File: src/rtl/init_column_sequencer.sv
// Loads one column of N_ROWS node values from a combinational init LUT, scales
// each by an arithmetic right shift and writes it to the node memories.
module init_column_sequencer #(
    parameter int N_ROWS = 30,
    parameter int ADDR_W = 10,
    parameter int DATA_W = 18
) (
    input  logic              clk,
    input  logic              reset_n,
    input  logic              start,
    input  logic [2:0]        shift,
    input  logic              abort,
    output logic [ADDR_W-1:0] lut_addr,
    input  logic [DATA_W-1:0] lut_data,
    output logic              mem_we,
    input  logic              mem_ready,
    output logic [ADDR_W-1:0] mem_waddr,
    output logic [DATA_W-1:0] mem_wdata,
    output logic              busy,
    output logic              done,
    output logic [1:0]        dbg_state_o
);

    typedef enum logic [1:0] {
        S_IDLE  = 2'd0,
        S_FILL  = 2'd1,
        S_DRAIN = 2'd2,
        S_DONE  = 2'd3
    } state_t;

    localparam logic [ADDR_W-1:0] LAST_ROW = ADDR_W'(N_ROWS - 1);

    state_t              state_q, state_d;
    logic [ADDR_W-1:0]   cnt_q, cnt_d;
    logic [2:0]          shift_q, shift_d;
    logic                we_q, we_d;
    logic [ADDR_W-1:0]   waddr_q, waddr_d;
    logic [DATA_W-1:0]   wdata_q, wdata_d;
    logic signed [DATA_W-1:0] scaled;
    logic                slot_free;
    logic                fire;

    // Handshake: the output slot holds (mem_waddr, mem_wdata) while mem_we=1;
    // a write completes only on a cycle with mem_we=1 and mem_ready=1, and the
    // slot contents never change while mem_we=1 and mem_ready=0.
    assign fire      = we_q && mem_ready;
    assign slot_free = !we_q || mem_ready;
    assign scaled    = $signed(lut_data) >>> shift_q;

    always_comb begin
        state_d = state_q;
        cnt_d   = cnt_q;
        shift_d = shift_q;
        we_d    = we_q;
        waddr_d = waddr_q;
        wdata_d = wdata_q;
        case (state_q)
            S_IDLE: begin
                we_d = 1'b0;
                if (start) begin
                    state_d = S_FILL;
                    cnt_d   = '0;
                    shift_d = shift;
                end
            end
            S_FILL: begin
                if (abort) begin
                    state_d = S_IDLE;
                    we_d    = 1'b0;
                end else if (slot_free) begin
                    we_d    = 1'b1;
                    waddr_d = cnt_q;
                    wdata_d = scaled;
                    // Counter parks on the last row rather than running past it.
                    if (cnt_q == LAST_ROW) begin
                        state_d = S_DRAIN;
                    end else begin
                        cnt_d = cnt_q + 1'b1;
                    end
                end
            end
            S_DRAIN: begin
                if (abort) begin
                    state_d = S_IDLE;
                    we_d    = 1'b0;
                end else if (fire) begin
                    state_d = S_DONE;
                    we_d    = 1'b0;
                end
            end
            S_DONE: begin
                state_d = S_IDLE;
            end
            default: begin
                state_d = S_IDLE;
                we_d    = 1'b0;
            end
        endcase
    end

    always_ff @(posedge clk or negedge reset_n) begin
        if (!reset_n) begin
            state_q <= S_IDLE;
            cnt_q   <= '0;
            shift_q <= '0;
            we_q    <= 1'b0;
            waddr_q <= '0;
            wdata_q <= '0;
        end else begin
            state_q <= state_d;
            cnt_q   <= cnt_d;
            shift_q <= shift_d;
            we_q    <= we_d;
            waddr_q <= waddr_d;
            wdata_q <= wdata_d;
        end
    end

    assign lut_addr    = (state_q == S_FILL) ? cnt_q : '0;
    assign mem_we      = we_q;
    assign mem_waddr   = waddr_q;
    assign mem_wdata   = wdata_q;
    assign busy        = (state_q == S_FILL) || (state_q == S_DRAIN);
    assign done        = (state_q == S_DONE);
    assign dbg_state_o = state_q;

endmodule

File: config.mk
export PLATFORM = sky130hd
export DESIGN_NAME = init_column_sequencer
export DESIGN_NICKNAME = d
export VERILOG_FILES = /design/src/rtl/init_column_sequencer.sv
export SDC_FILE = /design/constraint.sdc
export NUM_CORES = 1
export LEC_CHECK = 0
export BUFFER_PORTS_ARGS = -buffer_cell sky130_fd_sc_hd__buf_2
export CAP_MARGIN = 20
export CORE_MARGIN = 2
export CORE_UTILIZATION = 48
export CTS_CLUSTER_DIAMETER = 100
export DETAILED_ROUTE_END_ITERATION = 8
export PLACE_DENSITY_LB_ADDON = 0.3
export SETUP_SLACK_MARGIN = 0.02
export SYNTH_ARGS = -nofsm -noshare
export SYNTH_HDL_FRONTEND = slang
export SYNTH_SLANG_ARGS = --single-unit
File: constraint.sdc
create_clock -name clk -period 1.85 [get_ports clk]
set_clock_uncertainty 0.1 [all_clocks]
set_input_delay 0.0925 -clock clk [delete_from_list [all_inputs] [get_ports clk]]
set_output_delay 0.0925 -clock clk [all_outputs]
set_load 0.01 [all_outputs]
==> impl_metrics.tcl <==
set metrics [dict create \
    status "completed" \
    ant_nets 0 \
    synthArstFlopShare_pct 100.0 \
    switching_share_pct 40.39 \
    rsz0062_at_grt "yes" \
    final_hold_viol_count 0 \
    synthesis.nets 302 \
    yosys.area.top_type "dfrtp_1" \
    min_period_over_period_pct 97.27 \
    critPathMaxStageDelay_ns 0.41 \
    place_area_um2 3271 \
    place_inst 415 \
    dieArea_um2 6321 \
    netlist_instances 269 \
    io_pins 69 \
    cp-end-kind "flop" \
    synth_edf_count 0 \
    overflow 0 \
    top_layer "met4" \
    fin_crit_ns 1.799 \
    dp_slack_ns 0.04516 \
    fill_cells 472 \
    cts-root-buf "clkbuf_8" \
    ys_seq_area_share_pct 40.24 \
    path_max_fanout 5 \
    cts_max_path_buffers 2 \
    hp-class "in -> reg" \
    areaGrowthSynthToFinish_pct 26.20 \
    drt-met1-wl_mm 3.071 \
    clock_power_share_pct 14.2 \
    drtIter0Drc 142 \
    critPathSlowestCell "dfrtp_1" \
    rr_startpoint "dbg_state_o[0]" \
    final_area_um2 3453 \
    synth_area_leaders "dfrtp_1 40%, mux4_2 12%, nand2_1 7.7%" \
    path_class "reg -> reg" \
    avgSynthCellArea_um2 10.17 \
    leakagePower_uw 0.001714 \
    slew_violations 0 \
    grt_max_degree 43 \
    synth_cell_types 53 \
    powerDensity_nw_per_um2 1534 \
    diodes 0 \
    hpwl_mm 4.796 \
    hp-start "abort" \
    internal-power_uw 3157 \
    die_h_um 79.51 \
    synth.cell_area_um2 2736 \
    die_w_um 79.51 \
    p_seq_share_pct 30.0 \
    yosys.cell_count.top_type "nand2_1" \
    coreArea_um2 5507 \
    synthFlopType "dfrtp_1" \
    route.detailed.drc 0 \
    max-cap-violations 0 \
    grt_pass1_vias 2029 \
    finalSetupTns_ns 0 \
    drive_gt1_share_pct 38.94 \
    whs_ns 0.03230 \
    p_sw_uw 2139 \
    ys_seq_elements 44 \
    relSlewSlack_pct 74.67 \
    grt_usage_pct 21.04 \
    core.rowCount 27 \
    via_count 2349 \
    tightest_slew_ns 0.3768 \
    ir_drop_uv 853.6 \
    gp_congestion 0.9052 \
    dr_wl_met2_mm 2.748 \
    via_per_inst 5.476 \
    setup_ws_ns 0.05058 \
    cts_made_buffers 5 \
    grt_first_pass_wirelength_mm 10.32 \
    finalNonFillerCells 429 \
    path_clk_slew_ns 0.08 \
    setup_viol 0 \
    clk_latency_ns 0.30 \
    antenna_found_initial 0 \
    finalNetCount 389 \
    wl_met3_um 350 \
    htree_levels 2 \
    arrival_ns 1.88 \
    wl_mm 6.273 \
    fmax_mhz 555.7 \
    critPathLaunchType "flop" \
    yosysWarnings 0 \
    cts_tree "built" \
    multi_input_area_um2 1524 \
    clkSinkCount 44 \
    drtPass1Iterations 4 \
    critPathRequiredTime_ns 1.94 \
    wl_per_cell_um 14.62 \
    cp_cell_sequence "inv_1, ha_2, or2b_2, and3_4, a221o_1" \
    pwr-share-comb_pct 55.8 \
    critPathLaunch "dbg_state_o[0]" \
    seq_area_um2 1102 \
    start_util_pct 49.69 \
    synthTopCellsByCount "56 x nand2_1, 44 x dfrtp_1, 22 x o21ai_0, 16 x mux2i_1, 15 x mux4_2" \
    portBuffers 68 \
    synth_top_area_share_pct 40.24 \
]
-- worst max-delay path: cells and delay by family, from the launching register on --
| family | cells | cell delay [ns] |
|---|---|---|
| and+or+nand+nor | 2 | 0.55 |
| buffers and inverters | 1 | 0.09 |
| AOI/OAI and AO/OA | 1 | 0.31 |
| DFF | 1 | 0.41 |
| adders and majority gates | 1 | 0.22 |
-- area by class of cell --
class / instances / area share (%)
repair buffers: 96 / 17.03
well taps: 72 / 2.609
clock inverters: 3 / 1.341
clock buffers: 5 / 1.993
multi-input cells: 200 / 44.13
flip-flops and latches: 44 / 31.92
inverters: 9 / 0.9783
-- logic make-up (layout without fill, tap and decap cells) --
kind of cell    count (synthesis)  count (layout)  share of synthesized area [%]
simple gates                  111             111                          21.03
compound gates                 45              45                          10.33
flops                          44              44                          40.24
mux                            37              37                          20.67
buf+inv                        25             113                          4.526
fa+ha+maj                       7               7                          3.201
-- power groups by stage --
stage / Combinational, uW / Clock [uW] / Sequential [uW]
floorplan: 1900 / 0 / 1640
global placement: 2870 / 0 / 1590
detailed placement: 2930 / 0 / 1610
CTS: 2950 / 767 / 1590
global route: 3280 / 808 / 1640
finish: 2950 / 751 / 1590
-- metal layers --
metal | GRT usage (%) | up-vias
met4 | 6.379 | 0
met5 | 0 | -
met2 | 29.92 | 75
met3 | 3.620 | 8
met1 | 32.64 | 1122
li1 | - | 1144
-- path summary, 6_finish.rpt --
check / to / slack (ns) / cells past startpoint
worst min-delay path: mem_we / 0.03 / 2
min in group asynchronous: dbg_state_o[0] / 0.12 / 2
max in group asynchronous: shift_q[1] / 1.05 / 3
worst max-delay path: cnt_q[8] / 0.05 / 5
worst min register to register: mem_waddr[6] / 0.37 / 2
worst max register to register: cnt_q[8] / 0.05 / 5
-- through the flow --
| step | total power [uW] | utilization, % |
|---|---|---|
| after floorplan | 3543 | - |
| after global placement | 4452 | 59.40 |
| after detailed placement | 4535 | 59.40 |
| after CTS | 5304 | 62.39 |
| after global routing | 5726 | 62.71 |
| final | 5297 | 62.71 |
-- flip-flops by register name (all words and copies together) (netlist names) --
signal	flops
mem_we	1
mem_waddr	10
dbg_state_o	2
shift_q	3
cnt_q	10
mem_wdata	18
-- what timing repair did --
item,4_1_cts,5_1_grt
hold buffers,5,0
endpoints found under the setup margin,0,23
gates resized for setup,0,5
hold endpoints to repair,48,0
setup buffers,0,1
-- cell usage in the layout, fill, tap and decap left out, types with 6 or more instances in the layout --
cell type / instances
nand3_1: 6
mux2i_1: 15
mux4_2: 15
and2_1: 6
nand2b_1: 6
nand2_1: 56
nor2_1: 10
inv_1: 6
o21ai_0: 22
dfrtp_1: 43
buf_4: 21
buf_2: 68
Power figures use the tool's default switching activity.
